**src/rtl/vga_timing_gen.sv**
```systemverilog
// VGA raster timing generator: pixel/line counters with registered sync, blank and
// start-of-line/frame strobes, advanced by a pixel clock enable.
module vga_timing_gen #(
  parameter int H_VISIBLE = 640,
  parameter int H_FRONT   = 16,
  parameter int H_SYNC    = 96,
  parameter int H_BACK    = 48,
  parameter int V_VISIBLE = 480,
  parameter int V_FRONT   = 10,
  parameter int V_SYNC    = 2,
  parameter int V_BACK    = 33,
  parameter bit HSYNC_POL = 1'b0,
  parameter bit VSYNC_POL = 1'b0,
  parameter int CW        = 10,
  parameter int FRAME_W   = 16
) (
  input  logic               clk,
  input  logic               reset_n,
  input  logic               ce,
  output logic [CW-1:0]      pos_x,
  output logic [CW-1:0]      pos_y,
  output logic               display_on,
  output logic               hsync,
  output logic               vsync,
  output logic               vblank,
  output logic               line_start,
  output logic               frame_start,
  output logic [FRAME_W-1:0] frame_count
);

  localparam int H_TOTAL = H_VISIBLE + H_FRONT + H_SYNC + H_BACK;
  localparam int V_TOTAL = V_VISIBLE + V_FRONT + V_SYNC + V_BACK;

  if (H_TOTAL > (1 << CW) || V_TOTAL > (1 << CW)) begin : g_size_check
    $error("vga_timing_gen: H_TOTAL or V_TOTAL does not fit in CW bits");
  end

  // Sync windows are stored as inclusive [start, last] so no bound ever needs CW+1 bits.
  localparam logic [CW-1:0] H_LAST   = CW'(H_TOTAL - 1);
  localparam logic [CW-1:0] V_LAST   = CW'(V_TOTAL - 1);
  localparam logic [CW-1:0] H_VIS    = CW'(H_VISIBLE);
  localparam logic [CW-1:0] V_VIS    = CW'(V_VISIBLE);
  localparam logic [CW-1:0] HS_START = CW'(H_VISIBLE + H_FRONT);
  localparam logic [CW-1:0] HS_LAST  = CW'(H_VISIBLE + H_FRONT + H_SYNC - 1);
  localparam logic [CW-1:0] VS_START = CW'(V_VISIBLE + V_FRONT);
  localparam logic [CW-1:0] VS_LAST  = CW'(V_VISIBLE + V_FRONT + V_SYNC - 1);
  localparam logic          HS_ACT   = HSYNC_POL;
  localparam logic          VS_ACT   = VSYNC_POL;

  typedef enum logic {IDLE, RUN} state_t;
  state_t state;

  logic [CW-1:0] next_x;
  logic [CW-1:0] next_y;
  logic          line_wrap;
  logic          frame_wrap;

  // Next raster position; decodes below use it so outputs line up with pos_x/pos_y.
  always_comb begin
    next_x     = pos_x;
    next_y     = pos_y;
    line_wrap  = 1'b0;
    frame_wrap = 1'b0;
    if (state == IDLE) begin
      next_x = '0;
      next_y = '0;
    end else if (pos_x == H_LAST) begin
      next_x    = '0;
      line_wrap = 1'b1;
      if (pos_y == V_LAST) begin
        next_y     = '0;
        frame_wrap = 1'b1;
      end else begin
        next_y = pos_y + CW'(1);
      end
    end else begin
      next_x = pos_x + CW'(1);
    end
  end

  always_ff @(posedge clk or negedge reset_n) begin
    if (!reset_n) begin
      state       <= IDLE;
      pos_x       <= '0;
      pos_y       <= '0;
      frame_count <= '0;
      display_on  <= 1'b0;
      vblank      <= 1'b0;
      hsync       <= ~HS_ACT;
      vsync       <= ~VS_ACT;
      line_start  <= 1'b0;
      frame_start <= 1'b0;
    end else begin
      line_start  <= 1'b0;
      frame_start <= 1'b0;
      if (ce) begin
        state       <= RUN;
        pos_x       <= next_x;
        pos_y       <= next_y;
        display_on  <= (next_x < H_VIS) && (next_y < V_VIS);
        vblank      <= (next_y >= V_VIS);
        hsync       <= (next_x >= HS_START && next_x <= HS_LAST) ? HS_ACT : ~HS_ACT;
        vsync       <= (next_y >= VS_START && next_y <= VS_LAST) ? VS_ACT : ~VS_ACT;
        // The IDLE->RUN edge starts the first frame without counting a completed one.
        line_start  <= (state == IDLE) || line_wrap;
        frame_start <= (state == IDLE) || frame_wrap;
        if (frame_wrap) begin
          frame_count <= frame_count + FRAME_W'(1);
        end
      end
    end
  end

endmodule

```
**config.mk**
```make
export PLATFORM = sky130hd
export DESIGN_NAME = vga_timing_gen
export DESIGN_NICKNAME = d
export VERILOG_FILES = /design/src/rtl/vga_timing_gen.sv
export SDC_FILE = /design/constraint.sdc
export NUM_CORES = 1
export LEC_CHECK = 0
export CORE_MARGIN = 4
export CORE_UTILIZATION = 45
export CTS_BUF_LIST = sky130_fd_sc_hd__clkbuf_8
export DETAILED_ROUTE_END_ITERATION = 10
export PLACE_DENSITY = 0.7
export SLEW_MARGIN = 20
export SYNTH_ARGS = -nofsm -noshare
export SYNTH_HDL_FRONTEND = slang
export SYNTH_SLANG_ARGS = --single-unit
```
**constraint.sdc**
```tcl
create_clock -name clk -period 5.9 [get_ports clk]
set_input_delay 1.77 -clock clk [delete_from_list [all_inputs] [get_ports clk]]
set_output_delay 1.77 -clock clk [all_outputs]
set_load 0.01 [all_outputs]
```
==> impl_metrics.csv <==
group,metric,value,unit
pwr,p_per_area,236,nW/um^2
sta,hold_viol_final,0,
pwr,finalPower,0.000703,W
synthesis,synth_top_area_frac,0.426,
grt,grt_pass1_vias,1910,
placed_design,hpwlAfterDp,4.00,mm
placed_design,port_buffers,44,
routing,drtIter0Drc,141,
grt,antenna_found_initial,0,
cts,tritoncts,"built",
run,maxCapViolCount,0,
worst_setup_path,end_kind,"flop",
synthesis,synth_seq_cells,43,
layout,syn_to_final_growth,23.5,%
cts,cts_root_buf,"clkbuf_8",
min_path,holdCritPathClass,"reg -> reg",
sta,period_share,0.636,
pwr,vdd_drop_max,0.159,mV
sta,rsz0062_at_grt,"no",
sta,setup_violations,0,
synthesis,yosysSeqAreaShare,0.447,
worst_setup_path,crit_arrival,3.96,ns
cts,cts_buffers,5,
layout,final_nets,297,
synthesis,synth_area_leaders,"dfrtp_1 43%, xnor2_1 5.4%, nand2_1 4.5%, o21ai_0 4.4%, nand3_1 3.1%",
routing,top_layer_used,"met4",
synthesis,ys_top_cells_by_count,"41 x dfrtp_1, 29 x nand2_1, 21 x o21ai_0",
cts,insertion_delay,0.30,ns
sta,setup_ws,2.15,ns
sta,worstMarginPinSlew,0.934,ns
cts,cts_buffer_depth,2,
cts,post_cts_resized,0,
floorplanning,io_pins,45,
sta,fin_crit,3.75,ns
routing,via_per_inst,5.63,
floorplanning,rows,26,
outcome,outcome,"finished clean",
cts,cts.sinks,43,
floorplanning,initial_utilization,0.469,
cts,holdBufCountCts,0,
routing,routedWlPerCell,15.7,um
floorplanning,core-area,5140,um^2
layout,drive_gt1_frac,0.0825,
sta,slew_viol_final,0,
sta,relSlewSlack,0.378,
routing,via_count,2034,
synthesis,syn_nets,259,
pwr,p_sw,0.000203,W
pwr,intPower,0.000499,W
pwr,clockPowerShare,0.328,
cts,clk_pin_slew,0.08,ns
synthesis,ys_warn_count,0,
worst_setup_path,worst_setup_path_start_kind,"primary input",
layout,multi_input_area,1220,um^2
synthesis,syn_inst,252,
synthesis,syn_avg_cell_area,9.57,um^2
synthesis,syn_area,2410,um^2
routing,drt-met1-wl,2.69,mm
routing,dr_wl_met3,342,um
worst_setup_path,critical_path_class,"in -> reg",
routing,dr.pass1.iters,5,
floorplanning,die-area,6590,um^2
grt,grt_util_all_layers,0.186,
cts,cts_setup_buffers,0,
synthesis,yosys_most_used_dff,"dfrtp_1",
sta,setup-tns-final,0,ns
floorplanning,fp.dieH,81.2,um
grt,grt_pass1_wl,9.45,mm
pwr,cellLeakagePower,1.22,nW
layout,fillCellCount,479,
sta,finClkSkew,0.00955,ns
placed_design,place.gp.congestion,0.883,
min_path,min_path_cells,1,
sta,timing.fmax,0.267,GHz
routing,drc,0,
placed_design,place_ws,1.84,ns
layout,n_antenna_cell,0,
synthesis,yosysUniqueCellTypes,55,
synthesis,yosysMostFrequentCell,"dfrtp_1",
routing,wl,5.66,mm
synthesis,synth_edf_count,0,
floorplanning,die_x,81.2,um
pwr,p_seq_frac,0.507,
cts,htree_levels,2,
grt,grt_overflow,0,
routing,wl_met2,2.60,mm
worst_setup_path,required,6.11,ns
synthesis,yosysTopAreaCell,"dfrtp_1",
synthesis,synthArstFlopShare,1.00,
worst_setup_path,r2r.worst_path.cells,7,
pwr,switching_share,0.289,
layout,regArea,1080,um^2
grt,grt_max_degree,44,
routing,ant_nets,0,
pwr,comb_power_share,0.166,
worst_setup_path,path_max_fanout,21,
## flip-flops by register name, indices dropped and copies added (netlist names)
signal / count
frame_count: 16
pos_x: 10
pos_y: 10
display_on: 1
frame_start: 1
hsync: 1
line_start: 1
state: 1
vblank: 1
vsync: 1
## stage by stage
| stage | utilization | hold slack [ns] | instance area [um^2] | std cells |
|---|---|---|---|---|
| after floorplan | - | 0.491 | 2410 | 252 |
| after global placement | 0.557 | 0.460 | 2870 | 353 |
| after detailed placement | 0.557 | 0.467 | 2870 | 353 |
| after CTS | 0.579 | 0.479 | 2980 | 361 |
| after global routing | 0.579 | 0.497 | 2980 | 361 |
| final | 0.579 | 0.477 | 2980 | 361 |
## metal layers
metal / vias up / global-route usage
met3: 2 / 0.0477
met4: 0 / 0.0422
met2: 71 / 0.291
met1: 988 / 0.258
li1: 973 / -
met5: - / 0
## worst max-delay path, stage by stage
cell and delay (ns):
clkdlybuf4s50_1 0.94, inv_1 0.39, or2_2 0.43, a2111oi_0 0.29, a31oi_1 0.13
## layout by cell type (no fill, tap or decap), types with 3 or more instances in the layout
cell,synthesis,final
nand3_1,15,15
nand2b_1,3,3
inv_1,12,12
and4_1,3,3
dfrtp_1,41,41
clkbuf_8,0,5
ha_1,4,4
and3_1,3,3
nor2_1,16,16
o21ai_0,21,21
xnor2_1,15,15
xor2_1,5,5
and2_1,5,5
nand2_1,29,29
a22o_1,3,3
nand4_1,6,6
a21oi_1,5,5
nor3_1,4,4
a31oi_1,3,3
o31ai_1,5,5
clkdlybuf4s50_1,0,43
## cell type report
| cell class | count | area share |
|---|---|---|
| tap | 70 | 0.0294 |
| multi-input combinational | 184 | 0.409 |
| clock inverter | 3 | 0.0147 |
| timing repair buffer | 44 | 0.146 |
| sequential | 43 | 0.362 |
| inverter | 12 | 0.0151 |
| clock buffer | 5 | 0.0231 |
## cells by family after synthesis
group / Yosys count / synth area share
AND/OR/NAND/NOR: 103 / 0.248
flip-flops: 43 / 0.447
multiplexers: 3 / 0.0135
AO/OA/AOI/OAI: 53 / 0.144
adder cells (fa/ha/maj): 4 / 0.0208
buffers and inverters: 25 / 0.0472
XOR/XNOR: 21 / 0.0794
## power by group through the flow
stage | clock network (W) | logic [W] | registers (W)
6_report | 0.000230 | 0.000116 | 0.000356
5_1_grt | 0.000252 | 0.000128 | 0.000363
4_1_cts | 0.000235 | 0.000118 | 0.000355
2_1_floorplan | 0 | 0.0000609 | 0.000354
3_5_place_dp | 0 | 0.000117 | 0.000360
3_3_place_gp | 0 | 0.000115 | 0.000362
## path summary, 6_finish.rpt
| check | startpoint | to | slack [ns] |
|---|---|---|---|
| worst max-delay path | ce | vsync$_DFFE_PN1P_ | 2.15 |
| worst min-delay path | frame_count[15]$_DFFE_PN0P_ | frame_count[15]$_DFFE_PN0P_ | 0.48 |
| worst max register to register | pos_x[0]$_DFFE_PN0P_ | pos_y[0]$_DFFE_PN0P_ | 3.09 |
| worst min register to register | frame_count[15]$_DFFE_PN0P_ | frame_count[15]$_DFFE_PN0P_ | 0.48 |
| max in group asynchronous | reset_n | frame_count[5]$_DFFE_PN0P_ | 3.71 |
| min in group asynchronous | reset_n | frame_count[14]$_DFFE_PN0P_ | 1.61 |
(Power assumes the default switching activity.)
